[config.mk]
export PLATFORM = sky130hd
export DESIGN_NAME = mem_copy_engine_flat
export DESIGN_NICKNAME = d
export VERILOG_FILES = /design/src/rtl/mem_copy_engine_if.sv /design/src/rtl/mem_copy_engine.sv /design/src/flat_wrapper.sv
export SDC_FILE = /design/constraint.sdc
export NUM_CORES = 1
export LEC_CHECK = 0
export CORE_MARGIN = 8
export CORE_UTILIZATION = 25
export CTS_CLUSTER_SIZE = 8
export DETAILED_ROUTE_END_ITERATION = 10
export MAX_ROUTING_LAYER = met4
export PLACE_DENSITY = 0.49
export SYNTH_ARGS = -nofsm -noshare
export SYNTH_HDL_FRONTEND = slang
export SYNTH_SLANG_ARGS = --single-unit
export TNS_END_PERCENT = 100
[constraint.sdc]
create_clock -name clk -period 5.84 [get_ports clk]
set_input_delay 1.46 -clock clk [delete_from_list [all_inputs] [get_ports clk]]
set_output_delay 1.46 -clock clk [all_outputs]
set_load 0.01 [all_outputs]
[src/rtl/mem_copy_engine_if.sv]
// mem_copy_engine_if: bundles the command/status handshake and the
// single-port memory bus used by the copy engine.
//   master : engine side (drives status and memory address/data/we)
//   slave  : control + memory side (drives command fields and mem_rdata)
interface mem_copy_engine_if #(
    parameter int WORD_SIZE = 8,
    parameter int LEN_LOG_2 = 16
);
    // command / status
    logic                 start;
    logic                 fill_mode;
    logic [LEN_LOG_2-1:0] src_addr;
    logic [LEN_LOG_2-1:0] dst_addr;
    logic [LEN_LOG_2-1:0] length;
    logic [WORD_SIZE-1:0] fill_value;
    logic                 busy;
    logic                 done;
    logic                 error;
    // memory port
    logic [LEN_LOG_2-1:0] mem_addr;
    logic [WORD_SIZE-1:0] mem_wdata;
    logic                 mem_we;
    logic [WORD_SIZE-1:0] mem_rdata;

    modport master (
        input  start, fill_mode, src_addr, dst_addr, length, fill_value, mem_rdata,
        output busy, done, error, mem_addr, mem_wdata, mem_we
    );

    modport slave (
        output start, fill_mode, src_addr, dst_addr, length, fill_value, mem_rdata,
        input  busy, done, error, mem_addr, mem_wdata, mem_we
    );
endinterface

[src/rtl/mem_copy_engine.sv]
// mem_copy_engine: bus initiator performing block copy (memmove semantics)
// or block fill on a single-port memory with combinational read.
//   clk    : clock, all state changes on posedge
//   reset  : synchronous active-high reset
//   bus    : mem_copy_engine_if.master
//            start/fill_mode/src_addr/dst_addr/length/fill_value in,
//            busy/done/error out, mem_addr/mem_wdata/mem_we out, mem_rdata in
// A copy moves one word per READ+WRITE cycle pair; a fill writes one word
// per cycle. Out-of-range requests and zero-length requests finish in a
// single DONE cycle without touching memory.
module mem_copy_engine #(
    parameter int WORD_SIZE = 8,
    parameter int LEN       = 65000,
    parameter int LEN_LOG_2 = 16
) (
    input  logic              clk,
    input  logic              reset,
    mem_copy_engine_if.master bus
);
    localparam int AW = LEN_LOG_2;
    // Range limits are compared one bit wider so base+length cannot overflow.
    localparam logic [AW:0] LEN_X = (AW+1)'(LEN);
    localparam logic [AW-1:0] ONE  = AW'(1);

    typedef enum logic [2:0] {
        S_IDLE,
        S_READ,
        S_WRITE,
        S_FILL,
        S_DONE
    } state_t;

    state_t state, state_nxt;

    logic [AW-1:0]        src_cur;
    logic [AW-1:0]        dst_cur;
    logic [AW-1:0]        cnt;
    logic [WORD_SIZE-1:0] hold;
    logic [WORD_SIZE-1:0] fill_val;
    logic                 err_q;
    logic                 desc_q;

    // ------------------------------------------------------------------
    // Accept-time decode, evaluated on the live inputs while IDLE.
    // ------------------------------------------------------------------
    logic [AW:0] dst_end;
    logic [AW:0] src_end;
    logic        range_err;
    logic        go_desc;
    logic        len_zero;
    logic        last;

    assign dst_end   = {1'b0, bus.dst_addr} + {1'b0, bus.length};
    assign src_end   = {1'b0, bus.src_addr} + {1'b0, bus.length};
    assign range_err = (dst_end > LEN_X) || (!bus.fill_mode && (src_end > LEN_X));
    // Destination starts inside the source window above its base: walking
    // upward would overwrite source words before they are read.
    assign go_desc   = !bus.fill_mode && (bus.dst_addr > bus.src_addr) &&
                       ({1'b0, bus.dst_addr} < src_end);
    assign len_zero  = (bus.length == '0);
    assign last      = (cnt == ONE);

    function automatic logic [AW-1:0] step(input logic [AW-1:0] cur, input logic dn);
        return dn ? cur - ONE : cur + ONE;
    endfunction

    // ------------------------------------------------------------------
    // State register
    // ------------------------------------------------------------------
    always_ff @(posedge clk) begin
        if (reset) state <= S_IDLE;
        else       state <= state_nxt;
    end

    // ------------------------------------------------------------------
    // Next state and outputs, decoded from registered state and cursors
    // ------------------------------------------------------------------
    always_comb begin
        state_nxt     = state;
        bus.busy      = 1'b0;
        bus.done      = 1'b0;
        bus.error     = 1'b0;
        bus.mem_addr  = '0;
        bus.mem_wdata = '0;
        bus.mem_we    = 1'b0;
        case (state)
            S_IDLE: begin
                if (bus.start) begin
                    if (range_err || len_zero) state_nxt = S_DONE;
                    else if (bus.fill_mode)    state_nxt = S_FILL;
                    else                       state_nxt = S_READ;
                end
            end
            S_READ: begin
                bus.busy     = 1'b1;
                bus.mem_addr = src_cur;
                state_nxt    = S_WRITE;
            end
            S_WRITE: begin
                bus.busy      = 1'b1;
                bus.mem_addr  = dst_cur;
                bus.mem_wdata = hold;
                bus.mem_we    = 1'b1;
                state_nxt     = last ? S_DONE : S_READ;
            end
            S_FILL: begin
                bus.busy      = 1'b1;
                bus.mem_addr  = dst_cur;
                bus.mem_wdata = fill_val;
                bus.mem_we    = 1'b1;
                state_nxt     = last ? S_DONE : S_FILL;
            end
            S_DONE: begin
                bus.done  = 1'b1;
                bus.error = err_q;
                state_nxt = S_IDLE;
            end
            default: state_nxt = S_IDLE;
        endcase
    end

    // ------------------------------------------------------------------
    // Datapath: cursors, remaining count, read hold, latched request
    // ------------------------------------------------------------------
    always_ff @(posedge clk) begin
        if (reset) begin
            src_cur  <= '0;
            dst_cur  <= '0;
            cnt      <= '0;
            hold     <= '0;
            fill_val <= '0;
            err_q    <= 1'b0;
            desc_q   <= 1'b0;
        end else begin
            case (state)
                S_IDLE: begin
                    if (bus.start) begin
                        // Descending walks start at the top word of each block.
                        src_cur  <= go_desc ? bus.src_addr + bus.length - ONE : bus.src_addr;
                        dst_cur  <= go_desc ? bus.dst_addr + bus.length - ONE : bus.dst_addr;
                        cnt      <= bus.length;
                        fill_val <= bus.fill_value;
                        err_q    <= range_err;
                        desc_q   <= go_desc;
                    end
                end
                S_READ: hold <= bus.mem_rdata;
                S_WRITE: begin
                    cnt <= cnt - ONE;
                    // Cursors hold on the final word so they never step past
                    // the block edge (e.g. below address 0 on a descending copy).
                    if (!last) begin
                        src_cur <= step(src_cur, desc_q);
                        dst_cur <= step(dst_cur, desc_q);
                    end
                end
                S_FILL: begin
                    cnt <= cnt - ONE;
                    if (!last) dst_cur <= dst_cur + ONE;
                end
                default: ;
            endcase
        end
    end

endmodule

[src/flat_wrapper.sv]
// flat-port wrapper written by rule: the top's interface ports become plain ports
module mem_copy_engine_flat 
#(
    parameter int WORD_SIZE = 8,
    parameter int LEN       = 65000,
    parameter int LEN_LOG_2 = 16
)
  (clk, reset, bus_start, bus_fill_mode, bus_src_addr, bus_dst_addr, bus_length, bus_fill_value, bus_mem_rdata, bus_busy, bus_done, bus_error, bus_mem_addr, bus_mem_wdata, bus_mem_we);
  mem_copy_engine_if #(.WORD_SIZE(WORD_SIZE), .LEN_LOG_2(LEN_LOG_2)) bus_i ();
  input  logic clk;
  input  logic reset;
  input wire logic [$bits(bus_i.start)-1:0] bus_start;
  input wire logic [$bits(bus_i.fill_mode)-1:0] bus_fill_mode;
  input wire logic [$bits(bus_i.src_addr)-1:0] bus_src_addr;
  input wire logic [$bits(bus_i.dst_addr)-1:0] bus_dst_addr;
  input wire logic [$bits(bus_i.length)-1:0] bus_length;
  input wire logic [$bits(bus_i.fill_value)-1:0] bus_fill_value;
  input wire logic [$bits(bus_i.mem_rdata)-1:0] bus_mem_rdata;
  output wire logic [$bits(bus_i.busy)-1:0] bus_busy;
  output wire logic [$bits(bus_i.done)-1:0] bus_done;
  output wire logic [$bits(bus_i.error)-1:0] bus_error;
  output wire logic [$bits(bus_i.mem_addr)-1:0] bus_mem_addr;
  output wire logic [$bits(bus_i.mem_wdata)-1:0] bus_mem_wdata;
  output wire logic [$bits(bus_i.mem_we)-1:0] bus_mem_we;
  assign bus_i.start = bus_start;
  assign bus_i.fill_mode = bus_fill_mode;
  assign bus_i.src_addr = bus_src_addr;
  assign bus_i.dst_addr = bus_dst_addr;
  assign bus_i.length = bus_length;
  assign bus_i.fill_value = bus_fill_value;
  assign bus_i.mem_rdata = bus_mem_rdata;
  assign bus_busy = bus_i.busy;
  assign bus_done = bus_i.done;
  assign bus_error = bus_i.error;
  assign bus_mem_addr = bus_i.mem_addr;
  assign bus_mem_wdata = bus_i.mem_wdata;
  assign bus_mem_we = bus_i.mem_we;
  mem_copy_engine #(.WORD_SIZE(WORD_SIZE), .LEN(LEN), .LEN_LOG_2(LEN_LOG_2)) u_core (.clk(clk), .reset(reset), .bus(bus_i));
endmodule
==> results.py <==
metrics = {
    "layout": {
        "finalNetCount": 1575,
        "fillers": 3831,
        "flow.area_growth_from_synthesis_pct": 27.3,
        "finalInstanceArea_mm2": 0.0114,
        "diodes": 0,
        "drive_above_1_share_pct": 11.0,
    },
    "placed_design": {
        "gp_congestion": 0.953,
        "placedInstanceArea_mm2": 0.0110,
        "detailed_place_hpwl_mm": 29.8,
        "port_buffers": 95,
    },
    "logic_synthesis": {
        "synth-seq-area-share_pct": 15.4,
        "synth_warnings": 0,
        "syn_area_mm2": 0.00899,
        "synth_area_per_cell_um2": 7.45,
        "synthCells": 1207,
        "synth-edff-count": 0,
        "synth_seq_cells": 69,
        "async_flop_share_pct": 0,
        "mappedNetlistNets": 1419,
        "netlist-cell-type-count": 81,
        "yosys_most_used_dff": "dfxtp_1",
    },
    "flow_run": {
        "cap_viol_max_count": 0,
    },
    "global_route": {
        "gr-usage-met2_pct": 28.3,
        "grtUsageMet3_pct": 2.08,
        "largest_net_degree_at_the_start_of_global_routing": 71,
        "vias_in_the_first_global_route": 9226,
        "grt_overflow_total": 0,
        "most_used_routing_layer_in_global_routing": "met2",
        "grt_util_met1_pct": 21.6,
        "global_route.usage.total_pct": 17.2,
        "grt_pass1_wl_mm": 54.2,
        "antenna_found_initial": 0,
    },
    "detailed_routing": {
        "detail_route.wl_per_cell_um": 19.8,
        "routed-via-count": 9520,
        "first_drt_iteration_drcs": 636,
        "vias_per_cell": 5.21,
        "drt.antenna.violating_nets": 0,
        "final_routed_wirelength_mm": 36.3,
        "drt_pre_antenna_iters": 5,
        "route.detailed.drc": 0,
    },
    "sta": {
        "timing.final.setup_violations": 0,
        "rsz0062_at_grt": "true",
        "worstMarginPinSlew_ns": 1.04,
        "relSlewSlack_pct": 30.4,
        "final_min_period_over_clock_period_pct": 97.1,
        "fmax_mhz": 176,
        "worst_clock_skew_ns": 0.0145,
        "timing_hold_violations_final": 0,
        "slew_violations": 0,
        "final_period_minus_worst_setup_slack_ns": 5.67,
        "setup_total_negative_slack_ns": 0,
    },
    "worst_hold_path": {
        "min_from": "u_core.fill_val[5]",
        "worst_hold_path_type": "reg -> reg",
        "holdPathStages": 2,
        "timing.hold.worst_endpoint": "u_core.fill_val[5]",
    },
    "die": {
        "core.rowCount": 69,
        "die_width_um": 206,
        "core_area_mm2": 0.0355,
        "die_h_um": 206,
        "io_pins": 96,
        "die_area_mm2": 0.0423,
        "start_util_pct": 25.3,
    },
    "worst_setup_path": {
        "critPathLaunchType": "input pin",
        "r2r-start": "u_core.desc_q",
        "critical_path_required_ns": 6.04,
        "worst-path-max-fanout": 8,
        "max_stage_delay_on_crit_path_ns": 0.52,
        "critical_path.endpoint_type": "flop",
        "worst_r2r_path_depth": 10,
        "critical_path.reg2reg.endpoint": "u_core.src_cur[15]",
        "cpMaxStageDelayCell": "o31ai_4",
        "worstPathArrival_ns": 5.87,
        "worst-r2r-setup-slack_ns": 2.61,
        "crit_path_cell_trace": "clkdlybuf4s50_1 -> inv_1 -> ha_4 -> a21o_1 -> nand2_1 -> and3_4 -> o41ai_2 -> buf_4 -> buf_4 -> a21o_1 -> a21oi_1 -> xnor2_1 -> ha_1 -> nand4_1 -> nor3_2 -> a2111o_1 -> a31oi_4 -> o31ai_4 -> buf_6 -> mux2_2 -> o211ai_1 -> o31ai_1",
        "critPathKind": "in -> reg",
    },
    "cts": {
        "worst_setup_hold_path_clk_slew_ns": 0.06,
        "htree_levels": 3,
        "clockBufferDepth": 2,
        "tritoncts.num_buffers": 9,
        "clock_insertion_delay_worst_skew_ns": 0.35,
        "tritoncts_clock_tree": "built",
        "clock-sinks": 69,
        "clockRootBuffer": "clkbuf_16",
    },
    "power_and_ir_drop": {
        "power_density_mw_per_mm2": 215,
        "total_leakage_power_nw": 5.08,
        "power_mw": 2.46,
        "worst_ir_drop_vdd_mv": 0.133,
    },
    "run_status": {
        "run_status": "completed",
    },
}
## cells in the final DEF (no fill, tap or decap), types with 7 or more instances in the layout
cell,netlist,layout
and3_1,17,16
a21oi_1,105,104
a21o_1,21,21
nand2_1,91,91
clkbuf_16,0,11
mux2i_1,34,33
inv_1,126,124
and2_1,8,8
o21ai_0,73,71
a211oi_1,22,21
a22o_1,11,11
nor2_1,88,88
nand3_1,20,20
or3_1,8,8
a31oi_1,27,26
nor3_1,43,41
dfxtp_1,69,69
xor2_1,26,26
buf_4,4,89
o31ai_1,7,7
o21a_1,15,15
clkdlybuf4s50_1,0,88
nand4_1,9,9
xnor2_1,27,27
o211ai_1,19,19
nor4_1,14,14
nand2b_1,17,17
ha_1,139,138
## metal layers
| layer | vias to the layer above | routed length (um) |
|---|---|---|
| li1 | 4706 | - |
| met1 | 4499 | 16400 |
| met2 | 261 | 17100 |
| met3 | 54 | 1780 |
| met4 | 0 | 1100 |
| met5 | - | 0 |
## power by group
| group | switching (mW) | internal [mW] | total [mW] |
|---|---|---|---|
| registers | 0.0953 | 0.540 | 0.635 |
| clock network | 0.240 | 0.289 | 0.529 |
| logic | 0.736 | 0.556 | 1.29 |
## flip-flops by register name, indices dropped and copies added (netlist names)
| register | flops |
|---|---|
| u_core.cnt | 16 |
| u_core.dst_cur | 16 |
| u_core.src_cur | 16 |
| u_core.fill_val | 8 |
| u_core.hold | 8 |
| u_core.state | 3 |
| u_core.desc_q | 1 |
| u_core.err_q | 1 |
## kinds of logic (layout without fill, tap and decap cells)
family | count (synthesis) | in the layout | synth area share [%]
AOI/OAI and AO/OA | 380 | 380 | 27.9
xor gates and xnor gates | 53 | 53 | 5.16
adders and majority gates | 144 | 144 | 20.5
buffers and inverters | 170 | 331 | 7.40
DFF | 69 | 69 | 15.4
muxes | 38 | 38 | 4.29
and+or+nand+nor | 353 | 353 | 19.5
## critical path, delay by kind of cell
family                     cells  cell delay [ns]
AOI/OAI and AO/OA              9             1.64
xor gates and xnor gates       1             0.15
adders and majority gates      2             0.61
buffers and inverters          5             1.10
muxes                          1             0.33
and+or+nand+nor                4             0.56
## metrics by stage
step / instances / hold slack [ns] / setup slack, ns / utilization, %
5_1_grt: 1829 / 0.467 / -0.124 / 32.3
3_5_place_dp: 1807 / 0.446 / -0.403 / 31.0
4_1_cts: 1823 / 0.455 / 0.0143 / 31.8
3_3_place_gp: 1807 / 0.444 / -0.342 / 31.0
6_report: 1829 / 0.454 / 0.170 / 32.3
2_1_floorplan: 1207 / 0.436 / 0.604 / -
## worst max path at each step
stage / startpoint / endpoint / slack [ns] / cells after the start
2_1_floorplan: bus_length[1] / u_core.dst_cur[15] / 0.60 / 18
3_3_place_gp: bus_length[1] / u_core.src_cur[1] / -0.34 / 21
3_5_place_dp: bus_length[1] / u_core.src_cur[1] / -0.40 / 20
4_1_cts: bus_length[1] / u_core.src_cur[1] / 0.01 / 21
5_1_grt: bus_src_addr[2] / u_core.src_cur[1] / -0.12 / 21
6_report: bus_src_addr[3] / u_core.src_cur[1] / 0.17 / 22
## cell type report
cell class	instances	area [um^2]	share of cell area, %
clock buffers	9	225	1.97
clock inverters	7	51.3	0.448
inverters	127	477	4.17
multi-input cells	968	7020	61.4
flip-flops and latches	69	1380	12.1
well taps	461	577	5.04
repair buffers	188	1710	14.9
## synth_stat cells, types with 5 or more instances
master,instances,area [um^2]
nand2b_1,17,106
nor2b_1,6,37.5
ha_1,139,1740
o21ai_0,73,365
a21o_1,21,158
and2_1,8,50.1
o21a_1,15,113
a221oi_1,5,43.8
o21bai_1,5,37.5
fa_1,5,100
o31ai_1,7,52.6
or4_1,5,37.5
xor2_1,26,228
or3_1,8,50.1
a211oi_1,22,165
o211ai_1,19,143
xnor2_1,27,236
nand3_1,20,100
inv_1,126,473
a22o_1,11,96.3
a31oi_1,27,169
a21oi_1,105,526
clkbuf_1,32,120
and3_1,17,106
nor2_1,88,330
nand3b_1,5,37.5
nand4_1,9,56.3
o31a_1,5,43.8
mux2i_1,34,340
nand2_1,91,342
nor3_1,43,215
dfxtp_1,69,1380
nor3b_1,7,52.6
nor4_1,14,87.6
## timing repair
item | in CTS | in global routing
resized for setup | 3 | 21
cloned | 0 | 2
hold buffers | 0 | 0
pin swaps | 0 | 10
setup endpoints to repair | 8 | 33
setup buffers | 0 | 4
Note: power is estimated with default switching activity, not from simulation.
